===== src/rtl/flex_edge_strobe.sv =====
// flex_edge_strobe
//   Multi-channel edge-to-pulse block with per-channel event divider.
//   Each channel synchronises a slow/asynchronous level input, detects the
//   edge(s) selected by its mode field, emits a one-cycle event pulse and
//   divides the event stream by a shared runtime ratio into a strobe.
//
// Ports
//   clk        in   clock, all logic on rising edge
//   n_rst      in   asynchronous reset, active-low
//   en_in      in   [NUM_CH]            level inputs, bit i = channel i
//   mode       in   [2*NUM_CH]          ch i in [2i+1:2i]: 00 off, 01 rise, 10 fall, 11 both
//   div_val    in   [CNT_WIDTH]         shared divide ratio N (0 treated as 1)
//   clear      in   synchronous clear of counters and pulse outputs
//   edge_pulse out  [NUM_CH]            one-cycle pulse per detected edge
//   strobe_out out  [NUM_CH]            one-cycle pulse on every N-th event
//   count_out  out  [NUM_CH*CNT_WIDTH]  per-channel event count, ch0 in the LSBs
module flex_edge_strobe #(
    parameter int unsigned NUM_CH      = 4,
    parameter int unsigned SYNC_STAGES = 2,
    parameter int unsigned CNT_WIDTH   = 4,
    parameter bit          RESET_LEVEL = 1'b1
) (
    input  logic                          clk,
    input  logic                          n_rst,
    input  logic [NUM_CH-1:0]             en_in,
    input  logic [2*NUM_CH-1:0]           mode,
    input  logic [CNT_WIDTH-1:0]          div_val,
    input  logic                          clear,
    output logic [NUM_CH-1:0]             edge_pulse,
    output logic [NUM_CH-1:0]             strobe_out,
    output logic [NUM_CH*CNT_WIDTH-1:0]   count_out
);

    typedef enum logic [1:0] {
        MODE_OFF  = 2'b00,
        MODE_RISE = 2'b01,
        MODE_FALL = 2'b10,
        MODE_BOTH = 2'b11
    } edge_mode_e;

    logic [NUM_CH-1:0] sync_s;

    // Synchroniser: SYNC_STAGES = 0 feeds the level input straight to the
    // edge detector.
    generate
        if (SYNC_STAGES == 0) begin : g_nosync
            assign sync_s = en_in;
        end else begin : g_sync
            logic [NUM_CH-1:0] sync_q [SYNC_STAGES];
            logic [NUM_CH-1:0] sync_d [SYNC_STAGES];

            always_comb begin
                sync_d[0] = en_in;
                for (int unsigned i = 1; i < SYNC_STAGES; i++) begin
                    sync_d[i] = sync_q[i-1];
                end
            end

            always_ff @(posedge clk or negedge n_rst) begin
                if (!n_rst) begin
                    for (int unsigned i = 0; i < SYNC_STAGES; i++) begin
                        sync_q[i] <= {NUM_CH{RESET_LEVEL}};
                    end
                end else begin
                    for (int unsigned i = 0; i < SYNC_STAGES; i++) begin
                        sync_q[i] <= sync_d[i];
                    end
                end
            end

            assign sync_s = sync_q[SYNC_STAGES-1];
        end
    endgenerate

    logic [NUM_CH-1:0]                 prev_q, prev_d;
    logic [NUM_CH-1:0]                 pulse_q, pulse_d;
    logic [NUM_CH-1:0]                 strobe_q, strobe_d;
    logic [NUM_CH-1:0][CNT_WIDTH-1:0]  cnt_q, cnt_d;

    logic [NUM_CH-1:0]                 rise, fall, ev;
    logic [CNT_WIDTH-1:0]              eff, wrap_at;
    edge_mode_e                        ch_mode;

    always_comb begin
        eff     = (div_val == '0) ? CNT_WIDTH'(1) : div_val;
        wrap_at = eff - CNT_WIDTH'(1);

        // History tracks the synchronised level unconditionally so that
        // a clear or a mode change never manufactures a stale edge later.
        prev_d  = sync_s;
        rise    = sync_s & ~prev_q;
        fall    = ~sync_s & prev_q;

        ev      = '0;
        ch_mode = MODE_OFF;
        for (int unsigned i = 0; i < NUM_CH; i++) begin
            ch_mode = edge_mode_e'(mode[2*i +: 2]);
            case (ch_mode)
                MODE_RISE: ev[i] = rise[i];
                MODE_FALL: ev[i] = fall[i];
                MODE_BOTH: ev[i] = rise[i] | fall[i];
                default:   ev[i] = 1'b0;
            endcase
        end

        pulse_d  = '0;
        strobe_d = '0;
        cnt_d    = cnt_q;
        if (clear) begin
            cnt_d = '0;
        end else begin
            for (int unsigned i = 0; i < NUM_CH; i++) begin
                if (ev[i]) begin
                    pulse_d[i] = 1'b1;
                    // >= rather than == so a ratio lowered below the
                    // current count wraps on the next event.
                    if (cnt_q[i] >= wrap_at) begin
                        cnt_d[i]    = '0;
                        strobe_d[i] = 1'b1;
                    end else begin
                        cnt_d[i] = cnt_q[i] + CNT_WIDTH'(1);
                    end
                end
            end
        end
    end

    always_ff @(posedge clk or negedge n_rst) begin
        if (!n_rst) begin
            prev_q   <= {NUM_CH{RESET_LEVEL}};
            pulse_q  <= '0;
            strobe_q <= '0;
            cnt_q    <= '0;
        end else begin
            prev_q   <= prev_d;
            pulse_q  <= pulse_d;
            strobe_q <= strobe_d;
            cnt_q    <= cnt_d;
        end
    end

    assign edge_pulse = pulse_q;
    assign strobe_out = strobe_q;
    assign count_out  = cnt_q;

endmodule


===== config.mk =====
export PLATFORM = sky130hd
export DESIGN_NAME = flex_edge_strobe
export DESIGN_NICKNAME = d
export VERILOG_FILES = /design/src/rtl/flex_edge_strobe.sv
export SDC_FILE = /design/constraint.sdc
export NUM_CORES = 1
export LEC_CHECK = 0
export CORE_MARGIN = 2
export CORE_UTILIZATION = 25
export CTS_CLUSTER_DIAMETER = 150
export DETAILED_ROUTE_END_ITERATION = 6
export PLACE_DENSITY_LB_ADDON = 0.15
export SKIP_CTS_REPAIR_TIMING = 1
export SYNTH_ARGS = -nofsm -noshare
export SYNTH_HDL_FRONTEND = slang
export SYNTH_SLANG_ARGS = --single-unit

===== constraint.sdc =====
create_clock -name clk -period 2.7 [get_ports clk]
set_clock_uncertainty 0.1 [all_clocks]
set_input_delay 0.54 -clock clk [delete_from_list [all_inputs] [get_ports clk]]
set_output_delay 0.54 -clock clk [all_outputs]
set_load 0.01 [all_outputs]

==> results_dict.tcl <==
set metrics [dict create \
    antenna_found_initial 0 \
    placed_area_um2 2860 \
    synth_top_family_by_area "compound AO/OA/AOI/OAI gates" \
    fmax_ghz 0.396 \
    ys.flop_type "dfrtp_1" \
    nets 330 \
    portBuffers 42 \
    ant_nets 0 \
    ys_async_sr_fraction_pct 100 \
    vias_per_cell 4.75 \
    drc 0 \
    tns_ps 0 \
    critPathKind "in -> reg" \
    avgRoutedWirePerCell_um 13.5 \
    grt_max_degree 37 \
    crit_path_end_kind "flip-flop" \
    fin_hold_ws_ps 256 \
    tritoncts "done" \
    die_y_um 98.6 \
    grt_pass1_vias 1852 \
    final_cell_area_um2 2960 \
    place_ws_ps -360 \
    gr-total-overflow 0 \
    start_kind "input port" \
    mostFrequentLayoutCells "39 x clkdlybuf4s50_1, 24 x dfrtp_1, 18 x inv_1, 18 x buf_4, 17 x a21oi_1" \
    clk_latency_ps 280 \
    cts_max_level 2 \
    relSlewSlack_pct 44.8 \
    syn_to_final_growth_pct 32.2 \
    post-dp-hpwl_um 3920 \
    layout_commonest_cell "clkdlybuf4s50_1" \
    numCtsBuffers 5 \
    synth.area.mux_share_pct 2.40 \
    synth_warnings 0 \
    final_layout_size_suffix_gt1_share_pct 15.7 \
    cts.clk_slew.worst_paths_ps 70 \
    worst_pin_slew_ps 827 \
    synthCells 241 \
    fin_crit_ps 2530 \
    synth.distinct_cells 47 \
    grt_first_pass_wirelength_um 9290 \
    finalCritPeriodShare_pct 93.6 \
    peakVddDrop_uv 146 \
    slew_viol_final 0 \
    die_x_um 98.6 \
    first_iter_violations 44 \
    min_path_type "in -> async" \
    crit_required_ps 2810 \
    vias 1906 \
    cts_root_buf "clkbuf_8" \
    synth_xor_area_share_pct 0.783 \
    pwr_density_cell_nw_per_um2 398 \
    critPathMaxFanout 6 \
    cts_sinks 36 \
    ys_ff_latch 36 \
    hold_viol 0 \
    ctsLongestPathBuffers 2 \
    yosys.area_share.adder_pct 8.95 \
    start_util_pct 25.8 \
    avgSynthCellArea_um2 9.28 \
    setup_slack_ps 173 \
    synth_area_um2 2240 \
    ys_seq_area_share_pct 40.9 \
    first_pass_iters 4 \
    core.rowCount 34 \
    synth-compound-area-share_pct 20.7 \
    wirelength_um 5400 \
    crit_arrival_ps 2640 \
    io_pins 43 \
    yosys.area_share.simple_pct 20.5 \
    syn_nets 276 \
    status "finished, final reports clean" \
    gp_congestion 0.820 \
    die_area_um2 9720 \
    rsz0062_at_grt "false" \
    final-setup-viol-count 0 \
    grt_use_total_pct 11.8 \
    p_leak_nw 1.23 \
    antennaDiodeCount 0 \
    maxCapViolCount 0 \
    synth_edf_count 0 \
    core_area_um2 8680 \
]
critical path, stage by stage:
cell and delay (ps):
clkdlybuf4s50_1 450, inv_1 110, a21oi_2 60, a21oi_2 210, ha_1 290, o21a_1 110
a211o_1 270, o31ai_2 190, buf_4 180, nand3_1 70, a31oi_1 170
layout make-up:
| type | instances | area, um^2 |
|---|---|---|
| Clock buffer | 5 | 68.8 |
| Fill cell | 931 | 5720 |
| Inverter | 18 | 67.6 |
| Multi-Input combinational cell | 174 | 1210 |
| Sequential cell | 36 | 916 |
| Tap cell | 108 | 135 |
| Timing Repair Buffer | 60 | 556 |
per-stage QoR:
step	power [mW]	utilization, %	std cells
after floorplan	0.715	-	241
after global placement	0.841	33.0	396
after detailed placement	0.841	33.0	396
after CTS	1.20	33.8	401
after global routing	1.25	34.1	401
final	1.18	34.1	401
Yosys cell counts (4+ instances only):
| library cell | instances | area [um^2] |
|---|---|---|
| dfrtp_1 | 24 | 601 |
| and2_1 | 5 | 31.3 |
| nand3_1 | 6 | 30.0 |
| nand2_1 | 16 | 60.1 |
| nand2b_1 | 13 | 81.3 |
| o2111ai_1 | 4 | 35.0 |
| clkbuf_1 | 9 | 33.8 |
| ha_1 | 16 | 200 |
| nor2b_1 | 12 | 75.1 |
| dfstp_2 | 12 | 315 |
| a21oi_1 | 19 | 95.1 |
| nor2_1 | 9 | 33.8 |
| o21ai_0 | 12 | 60.1 |
| o211ai_1 | 4 | 30.0 |
| nand3b_1 | 7 | 52.6 |
| inv_1 | 18 | 67.6 |
report_power, final:
group	total, mW	switching [mW]	leakage [nW]	internal (mW)
combinational	0.241	0.120	0.740	0.121
clock	0.345	0.179	0.0359	0.166
sequential	0.591	0.0226	0.457	0.569
total	1.18	0.321	1.23	0.855
sequential cells by signal, indices dropped and copies added, names as in the netlist:
name,cells
g_sync.sync_d,4
prev_q,4
count_out,16
prev_d,4
strobe_out,4
edge_pulse,4
routing by layer:
layer / vias to the layer above / track usage, % / wire length (um)
met5: - / 0 / 0
met4: 0 / 3.48 / 64
met3: 6 / 2.70 / 190
met2: 28 / 18.9 / 2460
met1: 898 / 15.9 / 2690
li1: 974 / - / -
worst paths after layout:
path                                        from            end  slack [ps]  cells after the start
worst max register to register         prev_q[1]   count_out[6]         650                      7
worst min register to register  g_sync.sync_d[3]      prev_d[3]         260                      0
max in group asynchronous                  n_rst   count_out[9]        1720                      1
min in group clk                g_sync.sync_d[3]      prev_d[3]         260                      0
worst max-delay path                  div_val[3]  count_out[15]         170                     11
worst min-delay path                       n_rst  edge_pulse[1]         260                      1
cell families after synthesis:
kind of cell | after synthesis
AO/OA/AOI/OAI | 69
XOR/XNOR | 2
adder cells (fa/ha/maj) | 16
buffers and inverters | 31
flip-flops | 36
multiplexers | 5
AND/OR/NAND/NOR | 82
(Power assumes the default switching activity.)
